File: src/rtl/mem_arbiter.sv
// Two-port (fetch/data) arbiter for one single-ported memory. Each port sees at least
// 3 cycles from request to its ready pulse, and a stalled port holds its request.
module mem_arbiter #(
    parameter int STARVE_MAX = 4
) (
    input  logic        clk,
    input  logic        rst,
    input  logic        if_req,
    input  logic [31:0] if_addr,
    output logic [31:0] if_rdata,
    output logic        if_ready,
    input  logic        dm_req,
    input  logic        dm_we,
    input  logic [31:0] dm_addr,
    input  logic [31:0] dm_wdata,
    output logic [31:0] dm_rdata,
    output logic        dm_ready,
    output logic        stall_f,
    output logic        stall_m,
    output logic        mem_en,
    output logic        mem_we,
    output logic [31:0] mem_addr,
    output logic [31:0] mem_wdata,
    input  logic [31:0] mem_rdata,
    input  logic        mem_valid,
    output logic        proto_err
);

    typedef enum logic [1:0] {IDLE, BUSY_IF, BUSY_DM, DONE} state_t;

    localparam logic [2:0] STREAK_LIM = 3'(STARVE_MAX);

    state_t     state;
    state_t     state_nx;
    logic [2:0] streak;
    logic       grant_dm;
    logic       grant_if;
    logic       done_if;
    logic       done_dm;
    logic       spurious;

    assign stall_f = if_req & ~if_ready;
    assign stall_m = dm_req & ~dm_ready;

    always_ff @(posedge clk) begin
        if (rst) begin
            state <= IDLE;
        end else begin
            state <= state_nx;
        end
    end

    always_comb begin
        state_nx = state;
        grant_dm = 1'b0;
        grant_if = 1'b0;
        done_if  = 1'b0;
        done_dm  = 1'b0;
        spurious = 1'b0;
        case (state)
            IDLE: begin
                spurious = mem_valid;
                // Data wins unless it has already starved a waiting fetch.
                if (dm_req && (!if_req || streak < STREAK_LIM)) begin
                    grant_dm = 1'b1;
                    state_nx = BUSY_DM;
                end else if (if_req) begin
                    grant_if = 1'b1;
                    state_nx = BUSY_IF;
                end
            end
            BUSY_IF: begin
                if (mem_valid) begin
                    done_if  = 1'b1;
                    state_nx = DONE;
                end
            end
            BUSY_DM: begin
                if (mem_valid) begin
                    done_dm  = 1'b1;
                    state_nx = DONE;
                end
            end
            DONE: begin
                spurious = mem_valid;
                state_nx = IDLE;
            end
            default: state_nx = IDLE;
        endcase
    end

    always_ff @(posedge clk) begin
        if (rst) begin
            streak    <= 3'd0;
            proto_err <= 1'b0;
            if_ready  <= 1'b0;
            dm_ready  <= 1'b0;
            mem_en    <= 1'b0;
            mem_we    <= 1'b0;
            mem_addr  <= 32'd0;
            mem_wdata <= 32'd0;
            if_rdata  <= 32'd0;
            dm_rdata  <= 32'd0;
        end else begin
            mem_en   <= grant_dm | grant_if;
            if_ready <= done_if;
            dm_ready <= done_dm;
            if (grant_dm) begin
                mem_we    <= dm_we;
                mem_addr  <= dm_addr;
                mem_wdata <= dm_wdata;
            end else if (grant_if) begin
                mem_we    <= 1'b0;
                mem_addr  <= if_addr;
                mem_wdata <= 32'd0;
            end
            if (done_if) begin
                if_rdata <= mem_rdata;
            end
            // mem_we is still the latched command qualifier here, so it marks loads.
            if (done_dm && !mem_we) begin
                dm_rdata <= mem_rdata;
            end
            if (grant_if) begin
                streak <= 3'd0;
            end else if (grant_dm && if_req && streak != 3'd7) begin
                streak <= streak + 3'd1;
            end
            if (spurious) begin
                proto_err <= 1'b1;
            end
        end
    end

endmodule

File: config.mk
export PLATFORM = sky130hd
export DESIGN_NAME = mem_arbiter
export DESIGN_NICKNAME = d
export VERILOG_FILES = /design/src/rtl/mem_arbiter.sv
export SDC_FILE = /design/constraint.sdc
export NUM_CORES = 1
export LEC_CHECK = 0
export ABC_AREA = 1
export CORE_MARGIN = 4
export CORE_UTILIZATION = 37
export DETAILED_ROUTE_END_ITERATION = 6
export GPL_ROUTABILITY_DRIVEN = 0
export PLACE_DENSITY = 0.83
export SYNTH_ARGS = -nofsm -noshare
export SYNTH_HDL_FRONTEND = slang
export SYNTH_SLANG_ARGS = --single-unit
File: constraint.sdc
create_clock -name clk -period 1.5 [get_ports clk]
set_input_delay 0.15 -clock clk [delete_from_list [all_inputs] [get_ports clk]]
set_output_delay 0.15 -clock clk [all_outputs]
set_load 0.02 [all_outputs]
==> impl_metrics.env, run 1 <==
export IMPL_syn_to_final_growth_pct=65.0
export IMPL_hold_violations=0
export IMPL_maxClockFrequency_ghz=0.693
export IMPL_ios=269
export IMPL_grt_max_degree=55
export IMPL_report_final_slew_viol_count=0
export IMPL_setup_ws_ps=57.7
export IMPL_final_cell_area_mm2=0.00933
export IMPL_cpPeakStageDelay_ps=310
export IMPL_place_port_buffers=268
export IMPL_ys_types=21
export IMPL_clock_latency_ps=420
export IMPL_synth_top_cell_area_share_pct=48.9
export IMPL_rsz0062_at_grt="true"
export IMPL_worst_ep_arrival_time_ps=1750
export IMPL_crit_type="reg2reg"
export IMPL_setup_viol=0
export IMPL_synth_nets=914
export IMPL_drt_iter0_drc=283
export IMPL_max_slew_margin_pct=77.2
export IMPL_finalCritPeriodShare_pct=96.2
export IMPL_tritoncts="done"
export IMPL_grt_use_total_pct=21.8
export IMPL_synth_area_leaders="dfxtp_1 49%, nor2_1 13%, nand2_1 9.4%"
export IMPL_clock_sinks=138
export IMPL_crit_path_top_delay_cell="dfxtp_1"
export IMPL_crit_top_cell="nor2_1"
export IMPL_status="finished, final reports clean"
export IMPL_die_area_mm2=0.0173
export IMPL_grt_pass1_wl_mm=30.9
export IMPL_fin_util_pct=63.2
export IMPL_leakage_nw=4.47
export IMPL_irDropWorstVdd_mv=0.934
export IMPL_dp_slack_ps=-178
export IMPL_cp_max_fo=27
export IMPL_hold_class="in2reg"
export IMPL_worstSetupStartpointType="flop"
export IMPL_maxCapViolCount=0
export IMPL_fp_dieH_um=132
export IMPL_n_fill_cell=1304
export IMPL_power_w=0.0162
export IMPL_synth_async_reset_ratio_pct=0
export IMPL_antenna_left=0
export IMPL_cts_htree_levels=4
export IMPL_yosysSeqAreaShare_pct=48.9
export IMPL_p_per_area_mw_per_mm2=1740
export IMPL_num_antenna_cells=0
export IMPL_period_minus_slack_ps=1440
export IMPL_die_x_um=132
export IMPL_yosysWarnings=0
export IMPL_synth_ff_type="dfxtp_1"
export IMPL_cts_buffer_depth=2
export IMPL_synth_edf_count=0
export IMPL_numCtsBuffers=17
export IMPL_core_area_mm2=0.0148
export IMPL_via_per_inst=4.92
export IMPL_clkTransAtPathRegs_ps=60
export IMPL_finalNetCount=1182
export IMPL_cts_hold_buf=0
export IMPL_first_global_vias=6033
export IMPL_route_detailed_drc=0
export IMPL_finClkSkew_ps=11.0
export IMPL_worst_slew_pin_slew_ps=342
export IMPL_cts_root_buf="clkbuf_16"
export IMPL_ys_seq_elements=138
export IMPL_end_kind="flop"
export IMPL_critPathBufInv=3
export IMPL_num_rows=44
export IMPL_path_cells="inv_1 -> ha_2 -> buf_6 -> o21ai_2 -> buf_12 -> nor2_1 -> nor2_1"
export IMPL_start_util_pct=38.3
export IMPL_post_drt_wl_per_cell_um=15.5
export IMPL_grt_antenna_before_repair=0
export IMPL_netlist_instances=774
export IMPL_critical_path_top_delay_family="buffers and inverters"
export IMPL_wirelength_mm=19.2
export IMPL_num_vias=6097
export IMPL_yosys_area_top_type="dfxtp_1"
export IMPL_syn_area_per_cell_um2=7.30
export IMPL_final_layout_size_suffix_gt1_share_pct=10.5
export IMPL_crit_required_ps=1800
export IMPL_drtPass1Iterations=4
export IMPL_placed_cell_area_mm2=0.00879
export IMPL_grt_overflow_total=0
export IMPL_syn_area_mm2=0.00565
export IMPL_dp_hpwl_mm=13.7
==> final timing paths <==
kind                                                 start                          to  slack (ps)  depth (start not counted)
worst max-delay path                 state[1]$_SDFFE_PP0P_   mem_addr[16]$_SDFFE_PP0P_          60                          7
worst min register to register  mem_wdata[23]$_SDFFE_PP0P_  mem_wdata[23]$_SDFFE_PP0P_         470                          2
worst min-delay path                           dm_wdata[5]   mem_wdata[5]$_SDFFE_PP0P_         290                          3
worst max register to register       state[1]$_SDFFE_PP0P_   mem_addr[16]$_SDFFE_PP0P_          60                          7
==> sequential cells by signal, indices dropped and copies added, names as in the netlist <==
name and count:
if_ready 1, state 2, mem_en 1, streak 3, if_rdata 32, mem_addr 32
mem_wdata 32, proto_err 1, mem_we 1, dm_rdata 32, dm_ready 1
==> area by class of cell <==
class / count / area [um2] / area share [%]
Clock buffer: 18 / 429 / 4.60
Clock inverter: 14 / 169 / 1.81
Inverter: 12 / 47.5 / 0.510
Multi-Input combinational cell: 563 / 2650 / 28.4
Sequential cell: 138 / 2760 / 29.6
Tap cell: 184 / 230 / 2.47
Timing Repair Buffer: 310 / 3030 / 32.5
==> cell families after synthesis <==
family,share of synthesized area [%]
AO/OA/AOI/OAI,9.38
flip-flops,48.9
AND/OR/NAND/NOR,34.6
adder cells (fa/ha/maj),1.33
buffers and inverters,5.78
==> what timing repair did <==
item | CTS | global route
gates resized for setup | 141 | 35
hold endpoints to repair | 0 | 0
pin swaps | 0 | 1
buffers inserted | 0 | 1
endpoints found under the setup margin | 188 | 71
==> worst min-delay path: stages <==
cell	delay, ps
clkdlybuf4s50_1	390
nand2_1	60
a21oi_1	50
==> routing by layer <==
metal  track usage (%)  vias to the layer above  routed length [um]  part of all wire [%]
li1                  -                     3061                   -                     -
met1              23.9                     2790                7510                    39
met2              37.0                      223                9320                    49
met3              10.9                       23                2050                    11
met4              6.59                        0                 299                   1.6
met5                 0                        -                   0                     0
==> cells in the mapped netlist, types with 2 or more instances <==
cell type / number
ha_1: 6
nor2_1: 203
buf_2: 15
nand3b_1: 32
nand4_1: 32
o21ai_0: 67
dfxtp_1: 138
buf_1: 2
clkbuf_1: 37
nand3_1: 35
buf_4: 5
nand2_2: 2
or2_2: 3
nand2_1: 142
buf_6: 2
a21oi_1: 38
inv_1: 11
==> power by group <==
group	switching, W	internal [W]
clock network	0.00162	0.00262
logic	0.00413	0.00292
registers	0.000390	0.00454
==> layout by cell type (no fill, tap or decap) <==
cell type          n
or2_2              3
ha_2               2
dlygate4sd2_1    135
o21ai_0           63
bufinv_16          3
nand3b_1          32
buf_4             25
nand3_4            1
clkinvlp_4         2
o21ai_2            1
nor2_2            19
dfxtp_1          137
nand2_2            5
inv_1              9
dfxtp_2            1
clkinv_2           4
nor2_4             2
inv_6              3
nand4_1           32
nand3_2            1
buf_12            16
clkbuf_16         17
ha_1               4
o21ai_1            4
nand2_1          139
buf_6              1
nor2_1           183
nand3_1           34
a21oi_1           38
clkinv_4           2
inv_2              2
clkbuf_1           1
clkdlybuf4s50_1  133
inv_4              1
==> per-stage QoR <==
step	instances	hold slack, ps	setup TNS, ps
after global placement	1206	455	-4090
after detailed placement	1206	468	-7200
after CTS	1238	267	0
final	1239	290	0
after global routing	1239	282	-482
after floorplan	774	285	0
Note: power is estimated with default switching activity, not from simulation.
==> run 2, diff against run 1 <==
--- a/config.mk
+++ b/config.mk
@@ -6,6 +6,7 @@
 export NUM_CORES = 1
 export LEC_CHECK = 0
 export ABC_AREA = 1
+export CAP_MARGIN = 20
 export CORE_MARGIN = 4
 export CORE_UTILIZATION = 37
 export DETAILED_ROUTE_END_ITERATION = 6
==> results of run 2 <==
No change in the layout: final DEF, timing and power equal those of run 1.
